===== config.mk =====
export PLATFORM = sky130hd
export DESIGN_NAME = seven_seg_scan_ctrl
export DESIGN_NICKNAME = d
export VERILOG_FILES = /design/src/rtl/seven_seg_scan_ctrl.sv
export SDC_FILE = /design/constraint.sdc
export NUM_CORES = 1
export LEC_CHECK = 0
export CELL_PAD_IN_SITES_DETAIL_PLACEMENT = 0
export CELL_PAD_IN_SITES_GLOBAL_PLACEMENT = 1
export CORE_MARGIN = 4
export CORE_UTILIZATION = 30
export CTS_CLUSTER_SIZE = 14
export DETAILED_ROUTE_END_ITERATION = 16
export PLACE_DENSITY = 0.63
export SYNTH_ARGS = -nofsm -noshare
export SYNTH_HDL_FRONTEND = slang
export SYNTH_SLANG_ARGS = --single-unit

===== constraint.sdc =====
create_clock -name clk -period 3.8 [get_ports clk]
set_clock_uncertainty 0.2 [all_clocks]
set_input_delay 0.38 -clock clk [delete_from_list [all_inputs] [get_ports clk]]
set_output_delay 0.38 -clock clk [all_outputs]
set_load 0.1 [all_outputs]

===== src/rtl/seven_seg_scan_ctrl.sv =====
// seven_seg_scan_ctrl
// Time-multiplexing scan controller for a 4-digit seven-segment decoder.
// It generates an active-low one-hot anode scan, a per-digit brightness PWM
// and a short all-dark dead time at the start of each digit slot. The four
// displayed nibbles are double-buffered, so new values reach the decoder
// only on a frame boundary, or at once while scanning is disabled.
//
// Ports
//   clk         system clock, all state updates on the rising edge
//   rst         synchronous active-high reset
//   en          1 = scanning enabled; 0 = dark, counters held at zero
//   dig_mask    per-digit enable, bit d enables digit d
//   bright      duty: digit lit for (bright+1)/16 of its slot
//   load        one-cycle strobe capturing A_in..AminusB_in
//   A_in..AminusB_in   new values for digits 0..3
//   A..AminusB  displayed values for digits 0..3 (registered)
//   anode       active-low one-hot digit enable (registered)
//   frame_tick  one-cycle pulse after each frame boundary
//   pending     shadow holds values not yet displayed
module seven_seg_scan_ctrl #(
  parameter int SUB_CYCLES  = 6250,
  parameter int DEAD_CYCLES = 16
) (
  input  logic       clk,
  input  logic       rst,
  input  logic       en,
  input  logic [3:0] dig_mask,
  input  logic [3:0] bright,
  input  logic       load,
  input  logic [3:0] A_in,
  input  logic [3:0] B_in,
  input  logic [3:0] AplusB_in,
  input  logic [3:0] AminusB_in,
  output logic [3:0] A,
  output logic [3:0] B,
  output logic [3:0] AplusB,
  output logic [3:0] AminusB,
  output logic [3:0] anode,
  output logic       frame_tick,
  output logic       pending
);

  localparam int SUB_W = (SUB_CYCLES > 2) ? $clog2(SUB_CYCLES) : 1;
  localparam logic [SUB_W-1:0] SUB_LAST = SUB_W'(SUB_CYCLES - 1);
  localparam logic [SUB_W-1:0] DEAD_LIM = SUB_W'(DEAD_CYCLES);

  // Active-low one-hot anode pattern for a digit index.
  function automatic logic [3:0] anode_code(input logic [1:0] d);
    logic [3:0] code;
    case (d)
      2'd0:    code = 4'b1110;
      2'd1:    code = 4'b1101;
      2'd2:    code = 4'b1011;
      2'd3:    code = 4'b0111;
      default: code = 4'b1111;
    endcase
    return code;
  endfunction

  logic [SUB_W-1:0] sub_cnt_r;
  logic [3:0]       phase_r;
  logic [1:0]       digit_r;
  logic [3:0]       anode_r;
  logic             frame_tick_r;
  logic             pending_r;
  logic [3:0]       a_r, b_r, sum_r, diff_r;
  logic [3:0]       a_sh_r, b_sh_r, sum_sh_r, diff_sh_r;

  logic [SUB_W-1:0] sub_cnt_next_s;
  logic [3:0]       phase_next_s;
  logic [1:0]       digit_next_s;
  logic             boundary_s;
  logic             transfer_s;
  logic             dead_s;
  logic             lit_s;
  logic [3:0]       anode_next_s;

  // Counter advance, frame boundary detection and anode selection.
  always_comb begin
    sub_cnt_next_s = '0;
    phase_next_s   = 4'd0;
    digit_next_s   = 2'd0;
    boundary_s     = 1'b0;
    dead_s         = 1'b0;
    lit_s          = 1'b0;
    anode_next_s   = 4'b1111;

    if (en) begin
      if (sub_cnt_r == SUB_LAST) begin
        sub_cnt_next_s = '0;
        if (phase_r == 4'd15) begin
          phase_next_s = 4'd0;
          digit_next_s = digit_r + 2'd1;  // 3 -> 0 wraps naturally
        end else begin
          phase_next_s = phase_r + 4'd1;
          digit_next_s = digit_r;
        end
      end else begin
        sub_cnt_next_s = sub_cnt_r + SUB_W'(1);
        phase_next_s   = phase_r;
        digit_next_s   = digit_r;
      end
      boundary_s = (digit_r == 2'd3) && (phase_r == 4'd15) && (sub_cnt_r == SUB_LAST);
      dead_s     = (phase_r == 4'd0) && (sub_cnt_r < DEAD_LIM);
      lit_s      = dig_mask[digit_r] && (phase_r <= bright) && !dead_s;
    end else begin
      sub_cnt_next_s = '0;
      phase_next_s   = 4'd0;
      digit_next_s   = 2'd0;
    end

    if (lit_s) begin
      anode_next_s = anode_code(digit_r);
    end else begin
      anode_next_s = 4'b1111;
    end

    // With scanning off nothing is being shown, so an update cannot tear.
    transfer_s = boundary_s || !en;
  end

  // Scan counters, anode register and frame pulse.
  always_ff @(posedge clk) begin
    if (rst) begin
      sub_cnt_r    <= '0;
      phase_r      <= 4'd0;
      digit_r      <= 2'd0;
      anode_r      <= 4'b1111;
      frame_tick_r <= 1'b0;
    end else begin
      sub_cnt_r    <= sub_cnt_next_s;
      phase_r      <= phase_next_s;
      digit_r      <= digit_next_s;
      anode_r      <= anode_next_s;
      frame_tick_r <= boundary_s;
    end
  end

  // Shadow capture and tear-free transfer to the displayed values.
  always_ff @(posedge clk) begin
    if (rst) begin
      a_r       <= 4'd0;
      b_r       <= 4'd0;
      sum_r     <= 4'd0;
      diff_r    <= 4'd0;
      a_sh_r    <= 4'd0;
      b_sh_r    <= 4'd0;
      sum_sh_r  <= 4'd0;
      diff_sh_r <= 4'd0;
      pending_r <= 1'b0;
    end else if (load) begin
      a_sh_r    <= A_in;
      b_sh_r    <= B_in;
      sum_sh_r  <= AplusB_in;
      diff_sh_r <= AminusB_in;
      if (transfer_s) begin
        a_r       <= A_in;
        b_r       <= B_in;
        sum_r     <= AplusB_in;
        diff_r    <= AminusB_in;
        pending_r <= 1'b0;
      end else begin
        pending_r <= 1'b1;
      end
    end else if (pending_r && transfer_s) begin
      a_r       <= a_sh_r;
      b_r       <= b_sh_r;
      sum_r     <= sum_sh_r;
      diff_r    <= diff_sh_r;
      pending_r <= 1'b0;
    end else begin
      pending_r <= pending_r;
    end
  end

  assign A          = a_r;
  assign B          = b_r;
  assign AplusB     = sum_r;
  assign AminusB    = diff_r;
  assign anode      = anode_r;
  assign frame_tick = frame_tick_r;
  assign pending    = pending_r;

endmodule


* Word-level counts from Yosys, hierarchy flattened *
Index checks and enable logic that the tools add are counted.

word-level totals
  flip-flop bits (word level) = 57
  latch bits = 0
  memory bits (writable) = 0
  bits in read-only memories = 0
  input bits = 28
  output and inout bits = 22
  word-level logic and storage cells = 66
  memories = 0

cells by class
  $add $sub $neg = 3
  multiply operators = 0
  div/mod/pow operators = 0
  $lt $le $gt $ge = 3
  equality and inequality tests = 6
  shift operators = 0
  multiplexer cells = 21
  bitwise operators = 2
  reductions and logical operators = 17

operator list
  cell                   number
  $mux 4                 13
  $pmux 4 s4             1
  $add 13x1->13 const B  1
  $eq 13x13->1 const B   1
  $lt 13x5->1 const B    1
  $logic_and 1x1->1      6
  $mux 1                 6
  $add 4x1->4 const B    1
  $eq 2x2->1 const B     2
  $eq 4x4->1 const B     1
  $le 4x4->1             1
  $logic_not 4->1        1
  $reduce_and 2->1       2
  $reduce_or 2->1        2
  $lt 2x3->1 const B     1
  $reduce_or 3->1        1
  $add 2x1->2 const B    1
  $bmux 1 s2             1
  $eq 2x1->1 const B     1
  $logic_not 1->1        2
  $logic_not 2->1        1
  $ne 2x1->1 const B     1
  $not 1->1              2
  $reduce_bool 2->1      1
  $logic_or 1x1->1       1

* Logic depth before layout (Yosys ltp) *
  word-level depth = 8
  depth in mapped cells = 7
  depth with buffers taken out = 6

* Worst setup path before layout *
OpenSTA, ideal clock, no wires.

  path kind = reg2reg
  start point = register sub_cnt_r[9]
  end point = register a_r[0], in the netlist A[0]
  setup time = 0.121 ns
  data arrival time = 2.422 ns
  data required time = 3.479 ns
  slack = 1.058 ns
  stages on the path, launching flop included = 7
  path buffers = 2
  cell sequence = dfxtp_1 -> or4_4 -> or4_4 -> buf_6 -> o32ai_4 -> buf_8 -> mux2_2

between the ends
  cells in the longest elaborated chain, start to end = 7
  elaborated cells on any way between the ends = 8

RTL lines
  item                                 line  source
  from (decl)                          60    logic [SUB_W-1:0] sub_cnt_r;
  from (signal assigned)               131   sub_cnt_r <= sub_cnt_next_s;
  $eq 13x13->1 *                       103   boundary_s = (digit_r == 2'd3) && (phase_r == 4'd15) && (sub_cnt_r == SUB_LAST);
  $logic_and 1x1->1 *                  103
  $mux 1 *                             88    if (en) begin
  $logic_or 1x1->1 *                   119   transfer_s = boundary_s || !en;
  $logic_and 1x1->1                    165   end else if (pending_r && transfer_s) begin
  $reduce_bool 2->1 (no source line)   --
  $reduce_and 2->1 (no source line) *  --
  to (signal assigned)                 157   a_r <= A_in;
  to (signal assigned)                 166   a_r <= a_sh_r;
  to (decl)                            66    logic [3:0] a_r, b_r, sum_r, diff_r;

Every way passes the cells marked *; elsewhere a longest branch is shown, timed or not.
A chain may end at the register's enable or synchronous reset.

* Worst setup path after layout *
  start point = register sub_cnt_r[9]
  end point = register diff_r[2], in the netlist AminusB[2]

between the ends
  cells in the longest elaborated chain, start to end = 7
  elaborated cells on any way between the ends = 8

RTL lines
  item                                 line  source
  $eq 13x13->1 *                       103
  $logic_and 1x1->1 *                  103
  $mux 1 *                             88
  $logic_or 1x1->1 *                   119
  $logic_and 1x1->1                    165
  $reduce_bool 2->1 (no source line)   --
  $reduce_and 2->1 (no source line) *  --
  to (signal assigned)                 160   diff_r <= AminusB_in;
  to (signal assigned)                 169   diff_r <= diff_sh_r;
  to (decl)                            66

Marks and branches as above.

==> reports/metrics.cfg <==
[floorplan]
die_height_um = 100.2
num_io_pins = 50
die_x_um = 100.2
die-area_sq_um = 10050
initial_core_util = 0.3091
row_count = 33
coreArea_sq_um = 8258

[sta]
fmax_ghz = 0.3665
period_needed_ns = 2.729
whs_ns = 0.2756
setup-violations-final = 0
setup_tns_ns = 0
rsz0062_at_grt = no
drv_slew = 0
hold_viol_final = 0
max_slew_margin = 0.3422
tightest_slew_ns = 0.9836
min_period_over_period = 0.7180

[synthesis]
ys_async_sr_fraction = 0
yosys-top-cells-area = dfxtp_1 (45%), mux2_2 (7.1%), mux2i_1 (6.7%)
synth_cell_types = 39
synth_top_cell_by_area = dfxtp_1
synth_fp_nets = 292
ys_ff_latch = 57
ys_seq_area_frac = 0.4471
synth_flop_cell = dfxtp_1
syn_area_per_cell_sq_um = 10.13
yosysMostFrequentCell = dfxtp_1
yosys_warnings = 0
synth_edf_count = 0
synth_top_area_frac = 0.4471
synth_commonest_cells = dfxtp_1 (57), nor2_1 (30), mux2i_1 (17)
synth_area_sq_um = 2552
synth_cells = 252

[clock_tree]
hold_buffers = 0
cts.sinks = 57
root_buffer = clkbuf_8
clk_latency_ns = 0.33
cts_resized = 0
cts_buffers = 9
cts_max_path_buffers = 2
clkTransAtPathRegs_ns = 0.06
cts_tree = done
ctsHtreeMaxLevel = 3
postCtsSetupRepairBufs = 0

[detailed_routing]
drc = 0
dr.first_iter.drc_count = 51
drtPass1Iterations = 4
vias_per_cell = 4.530
via_count = 1880
wl_per_cell_um = 12.50
antenna_left = 0
drt-total-wl_um = 5187

[cells_and_area]
stdcell_count = 415
drive_gt1_frac = 0.1581
finalInstanceArea_sq_um = 3332
nFillCells = 850
area_growth_pct = 30.54
final_util = 0.4035
diodes = 0
final_nets = 345

[pwr]
ir_drop_v = 0.0001654
p_per_area_nw_per_um2 = 428.1
power_leakage_nw = 1.315

[grt]
grt_pass1_vias = 1926
track_usage = 0.1106
antenna_found_initial = 0
grt_pass1_wl_um = 8963
grt_max_degree = 35
grt_remaining_overflow = 0

[placed_design]
dpl_cell_area_sq_um = 3112
place_hpwl_um = 3651
port_buffers = 49
placedCellCount = 399
gp_congestion = 0.7347

[hold_path]
hp-start = sub_cnt_r[0]
hold_depth = 1
hold_path_end = sub_cnt_r[0]
hp-class = flop to flop

[worst_setup_path]
cp_max_fo = 16
r2r_cells = 5
reg2reg_from = sub_cnt_r[9]
rr_endpoint = AminusB[2]
ff2ff_setup_slack_ns = 1.07
crit_type = flop to flop
end_kind = flop
crit_path_start_kind = flop
critPathArrivalTime_ns = 2.75
critical_path_required_ns = 3.82

[flow_run]
maxCapViolations = 0

[status]
status = finished clean

## cells in the final DEF, fill, tap and decap left out, types with 4 or more instances in the layout
master           synthesis  final
dfxtp_1                 57     57
clkdlybuf4s50_1          0     49
nor2_1                  30     30
mux2i_1                 17     17
mux2_2                  16     16
nand3_1                 14     14
ha_1                    12     12
nand2_1                 11     11
clkbuf_8                 0     10
inv_1                    9      9
nor2b_1                  9      9
a21oi_1                  7      7
o21ai_0                  6      6
and2b_1                  5      5
and2b_2                  5      5
xor2_1                   5      5
nor3_1                   4      4
xnor2_1                  4      4
nand4_1                  4      4
## critical path, cell delays in order (launching register included)
cell,delay (ns)
dfxtp_1,0.34
or4_4,0.56
or4_4,0.59
o32ai_4,0.28
buf_4,0.29
mux2_2,0.36
## per-stage QoR
stage / worst slack, ns / total power, W
final: 1.071 / 0.001426
after global routing: 0.9739 / 0.001487
after CTS: 1.059 / 0.001446
after detailed placement: 1.070 / 0.0008158
after global placement: 1.095 / 0.0008149
after floorplan: 1.058 / 0.0007586
## power by group
group	switching [W]	leakage (nW)	total (W)	internal, W
clock	0.000240	0.113	0.000626	0.000386
combinational	0.000106	0.737	0.000175	0.0000694
sequential	0.00000733	0.465	0.000625	0.000617
total	0.000354	1.31	0.00143	0.00107
## flip-flops by register name, indices dropped and copies added (netlist names)
| signal | flops |
|---|---|
| AminusB | 4 |
| phase_r | 4 |
| A | 4 |
| pending | 1 |
| anode | 4 |
| sub_cnt_r | 13 |
| diff_sh_r | 4 |
| frame_tick | 1 |
| sum_sh_r | 4 |
| digit_r | 2 |
| AplusB | 4 |
| B | 4 |
| a_sh_r | 4 |
| b_sh_r | 4 |
## routing by layer
metal  global-route usage  part of all wire
met4              0.04974             0.017
met5                    0                 0
met1               0.1437              0.49
met2               0.1687              0.44
met3              0.03336             0.052
## worst max-delay path by stage
stage	slack [ns]	to	depth (start not counted)	from
after CTS	1.06	AminusB[2]	5	sub_cnt_r[9]
after detailed placement	1.07	AminusB[3]	5	sub_cnt_r[9]
after floorplan	1.06	A[0]	6	sub_cnt_r[9]
after global placement	1.10	B[0]	5	sub_cnt_r[9]
final	1.07	AminusB[2]	5	sub_cnt_r[9]
after global routing	0.97	AminusB[2]	5	sub_cnt_r[9]
## cell type report
class,count,area [sq um],area share
clock inverters,5,78.83,0.02366
flip-flops and latches,57,1141,0.3425
multi-input cells,176,1292,0.3879
well taps,105,131.4,0.03943
inverters,9,33.78,0.01014
clock buffers,11,141.4,0.04243
repair buffers,52,513.0,0.1540
## kinds of logic (layout without fill, tap and decap cells)
logic type / after synthesis / in the layout / share of synthesized area
AND/OR/NAND/NOR: 102 / 102 / 0.2191
flip-flops: 57 / 57 / 0.4471
multiplexers: 34 / 34 / 0.1461
AO/OA/AOI/OAI: 19 / 19 / 0.05147
buffers and inverters: 19 / 77 / 0.04656
adder cells (fa/ha/maj): 12 / 12 / 0.05882
XOR/XNOR: 9 / 9 / 0.03088
Note: power is estimated with default switching activity, not from simulation.
